**src/rtl/pwm_duty_ramp_ctrl.sv**
```systemverilog
// rtl/pwm_duty_ramp_ctrl.sv - slews a PWM duty toward a handshaked target at period boundaries
module pwm_duty_ramp_ctrl #(
  parameter int N    = 8,
  parameter int STEP = 1,
  parameter int DIV  = 1
) (
  input  logic         clk,
  input  logic         rst_n,
  input  logic         en,
  input  logic [N-1:0] tgt,
  input  logic         tgt_valid,
  output logic         tgt_ready,
  output logic [N-1:0] duty,
  output logic         period_end,
  output logic         busy
);

  typedef enum logic [1:0] {IDLE, RAMP_UP, RAMP_DN} state_t;

  localparam int            DW       = (DIV > 1) ? $clog2(DIV) : 1;
  localparam logic [DW-1:0] DIV_LAST = DW'(DIV - 1);
  localparam logic [N:0]    STEP_W   = (N+1)'(STEP);
  localparam logic [N-1:0]  CNT_LAST = '1;

  logic [N-1:0]  cnt;
  logic [DW-1:0] divcnt;
  logic [N-1:0]  target;
  logic [N-1:0]  duty_r;
  logic          ready_r;
  state_t        state, state_nxt;

  logic          upd;
  logic          accept;
  logic [N:0]    up_sum;
  logic [N:0]    dn_floor;
  logic [N-1:0]  duty_step;
  logic [N-1:0]  duty_nxt;
  logic [N-1:0]  target_nxt;

  assign period_end = en & (cnt == CNT_LAST);
  assign upd        = period_end & (divcnt == DIV_LAST);
  assign accept     = tgt_valid & ready_r;
  assign tgt_ready  = ready_r;
  assign duty       = duty_r;

  // Step computed one bit wider so the ramp clamps at target instead of wrapping.
  always_comb begin
    up_sum    = {1'b0, duty_r} + STEP_W;
    dn_floor  = {1'b0, target} + STEP_W;
    duty_step = duty_r;
    if (target > duty_r) begin
      duty_step = (up_sum > {1'b0, target}) ? target : up_sum[N-1:0];
    end else if (target < duty_r) begin
      duty_step = ({1'b0, duty_r} < dn_floor) ? target : (duty_r - STEP_W[N-1:0]);
    end
  end

  // The step above uses the pre-edge target, so a same-cycle accept lands one update later.
  always_comb begin
    duty_nxt   = duty_r;
    target_nxt = target;
    if (!en) begin
      duty_nxt   = '0;
      target_nxt = '0;
    end else begin
      if (upd)    duty_nxt   = duty_step;
      if (accept) target_nxt = tgt;
    end
  end

  always_ff @(posedge clk or negedge rst_n) begin
    if (!rst_n) begin
      cnt     <= '0;
      divcnt  <= '0;
      target  <= '0;
      duty_r  <= '0;
      ready_r <= 1'b0;
    end else begin
      ready_r <= en;
      target  <= target_nxt;
      duty_r  <= duty_nxt;
      if (!en) begin
        cnt    <= '0;
        divcnt <= '0;
      end else begin
        cnt <= cnt + N'(1);
        if (period_end) divcnt <= upd ? '0 : (divcnt + DW'(1));
      end
    end
  end

  always_ff @(posedge clk or negedge rst_n) begin
    if (!rst_n) state <= IDLE;
    else        state <= state_nxt;
  end

  always_comb begin
    state_nxt = IDLE;
    if (target_nxt > duty_nxt)      state_nxt = RAMP_UP;
    else if (target_nxt < duty_nxt) state_nxt = RAMP_DN;
  end

  always_comb begin
    busy = (state != IDLE);
  end

endmodule

```
**config.mk**
```make
export PLATFORM = sky130hd
export DESIGN_NAME = pwm_duty_ramp_ctrl
export DESIGN_NICKNAME = d
export VERILOG_FILES = /design/src/rtl/pwm_duty_ramp_ctrl.sv
export SDC_FILE = /design/constraint.sdc
export NUM_CORES = 1
export LEC_CHECK = 0
export ABC_AREA = 1
export BUFFER_PORTS_ARGS = -buffer_cell sky130_fd_sc_hd__buf_2
export CAP_MARGIN = 30
export CELL_PAD_IN_SITES_DETAIL_PLACEMENT = 2
export CELL_PAD_IN_SITES_GLOBAL_PLACEMENT = 2
export CORE_MARGIN = 3
export CORE_UTILIZATION = 38
export DETAILED_ROUTE_END_ITERATION = 8
export PLACE_DENSITY = 0.89
export SLEW_MARGIN = 20
export SYNTH_ARGS = -nofsm -noshare
export SYNTH_HDL_FRONTEND = slang
export SYNTH_SLANG_ARGS = --single-unit
```
**constraint.sdc**
```tcl
create_clock -name clk -period 9.3 [get_ports clk]
set_clock_uncertainty 0.15 [all_clocks]
set_input_delay 2.79 -clock clk [delete_from_list [all_inputs] [get_ports clk]]
set_output_delay 2.79 -clock clk [all_outputs]
set_load 0.05 [all_outputs]
```
==> results.toml <==
[global_routing]
grt_max_degree = 29
grt_usage = 0.246
grt_first_pass_wirelength_um = 16300
antenna_found_initial = 0
grt_pass1_vias = 3081
overflow = 0

[setup_path]
rr_endpoint = "state[0]"
reg2reg_from = "target[2]"
endpoint = "period_end"
crit_path_start = "en"
path_class = "in -> out"
rrSetupSlack_ps = 4770
end_kind = "output port"
cp.arrival_ps = 3500
required_ps = 6360
startpoint_type = "input pin"
cp_max_fo = 18
crit_chain = "buf_2 > nand2_2 > inv_1 > buf_2"
critPathMaxStageDelay_ps = 270
cpMaxStageDelayCell = "buf_2"
worst_r2r_path_depth = 21
path_common_cell = "buf_2"

[synthesis]
synth_xor_area_frac = 0.0479
synth_compound_area_frac = 0.148
synth_top_family_by_area = "simple AND/OR/NAND/NOR gates"
synthMuxAreaShare = 0
async_flop_share = 1.00
synth_edf_count = 0
synthesis.area_um2 = 2750
synth_cells = 376
synth-seq-cells = 28
syn_avg_cell_area_um2 = 7.30
synth_fp_nets = 424
synthSimpleGateAreaFrac = 0.309
synth.distinct_cells = 35
yosysWarnings = 0
synthFlopType = "dfrtp_1"
synth_fa_ha_area_frac = 0.164
ys_seq_area_frac = 0.255

[sta]
rsz0062_at_grt = "no"
setup_violations = 0
slew_viol_final = 0
fin_setup_tns_ps = 0
max-slew-margin-rel = 0.532
setup_ws_ps = 2860
fmax_mhz = 155
finalCriticalPeriod_ps = 6440
hold_violations = 0
fin_crit_sh = 0.692
worst_slew_pin_slew_ps = 702

[die]
core_area_um2 = 6910
die_h_um = 91.0
die_area_um2 = 8280
die_x_um = 91.0
io_pins = 23
start_util = 0.397
rows = 30

[layout]
post-route-util = 0.437
layout_common_cells = "63 x nand2_1, 43 x nor2_1, 41 x inv_1"
multi_input_area_um2 = 1830
fillers = 863
final_nets = 447
final_common_cell = "nand2_1"
area_growth_pct = 9.89
seq_area_um2 = 701
drive_above_1_share = 0.166
fin_cells = 494
diodes = 0

[place]
dp.cells = 490
dpl.hpwl_um = 7700
gp_congestion = 0.854
dp_slack_ps = 2870
io_buffers = 22

[clock_tree]
cts_tree = "yes"
clock-sinks = 28
cts_resized = 0
htreeDepth = 1
cts_buffer_depth = 2
clk_pin_slew_ps = 110
cts_root_buffer = "clkbuf_8"
clk-insertion-delay-late_ps = 290
post_cts_buffers = 0
ctsHoldBuffers = 0
numCtsBuffers = 3

[routing]
ant_nets = 0
first_pass_iters = 4
wirelength_um = 9710
drtIter0Drc = 79
vias_per_cell = 5.42
wl_per_cell_um = 19.7
via_count = 2679
drcViolationCount = 0

[power]
power.total_uw = 341
leakagePower_uw = 0.00149
power.density_nw_per_um2 = 113
vdd.ir_drop.worst_uv = 71.3

[min_path]
hold_path.class = "reg -> reg"

[job]
drv_cap = 0

[status]
status = "complete, no violations"
## critical path: cells and delay by family
family	cells	cell delay, ps
buffers and inverters	3	580
AND/OR/NAND/NOR	1	120
## how the worst min path moves through the flow
stage / slack, ps / start / depth (start not counted) / end
global placement: 310 / cnt[0] / 1 / cnt[0]
global route: 390 / cnt[0] / 1 / cnt[0]
detailed placement: 360 / cnt[0] / 1 / cnt[0]
floorplan: 280 / cnt[0] / 1 / cnt[0]
CTS: 380 / cnt[0] / 1 / cnt[0]
finish: 370 / cnt[0] / 1 / cnt[0]
## logic make-up (layout without fill, tap and decap cells)
family | Yosys count | count (layout)
buf+inv | 52 | 74
compound gates | 71 | 71
simple gates | 174 | 174
fa+ha+maj | 36 | 36
flops | 28 | 28
xor+xnor | 15 | 15
## per-stage QoR
stage | cell area, um^2 | hold slack (ps)
6_report | 3020 | 372
5_1_grt | 3020 | 388
4_1_cts | 3020 | 376
3_5_place_dp | 2950 | 357
3_3_place_gp | 2950 | 309
2_1_floorplan | 2750 | 282
## flip-flops by register name (all words and copies together), names as in the netlist
name / cells
cnt: 8
divcnt: 1
duty: 8
state: 2
target: 8
tgt_ready: 1
## layer usage
layer  share of wire  vias to the layer above  routed length, um  track usage
li1                -                     1288                  -            -
met1            0.45                     1335               4340        0.311
met2            0.51                       45               4960        0.449
met3           0.030                       11                296       0.0265
met4           0.012                        0                112       0.0477
met5               0                        -                  0            0
## Yosys cell counts, types with 6 or more instances
cell     count  area share
nor2_1      43       0.059
inv_2        6      0.0082
a21oi_1     27       0.049
xor2_1      14       0.045
dfrtp_1     28        0.26
ha_1        36        0.16
nand3_1     32       0.058
o21ai_0     22       0.040
nand2_1     63       0.086
nand3_2      7       0.026
inv_1       41       0.056
o21ai_1      7       0.013
nor3_1       6       0.011
nand2_2      6       0.014
a21oi_2      6       0.019
## where the power goes
group	leakage [uW]	internal, uW	switching [uW]
sequential	0.000377	127	6.89
clock	0.0000357	57.8	43.6
combinational	0.00108	31.9	73.6
## layout make-up
type,instances,area share
Multi-Input combinational cell,296,0.608
Tap cell,96,0.0398
Sequential cell,28,0.232
Timing Repair Buffer,22,0.0365
Clock buffer,3,0.0137
Inverter,48,0.0597
Clock inverter,1,0.00995
Note: power is estimated with default switching activity, not from simulation.
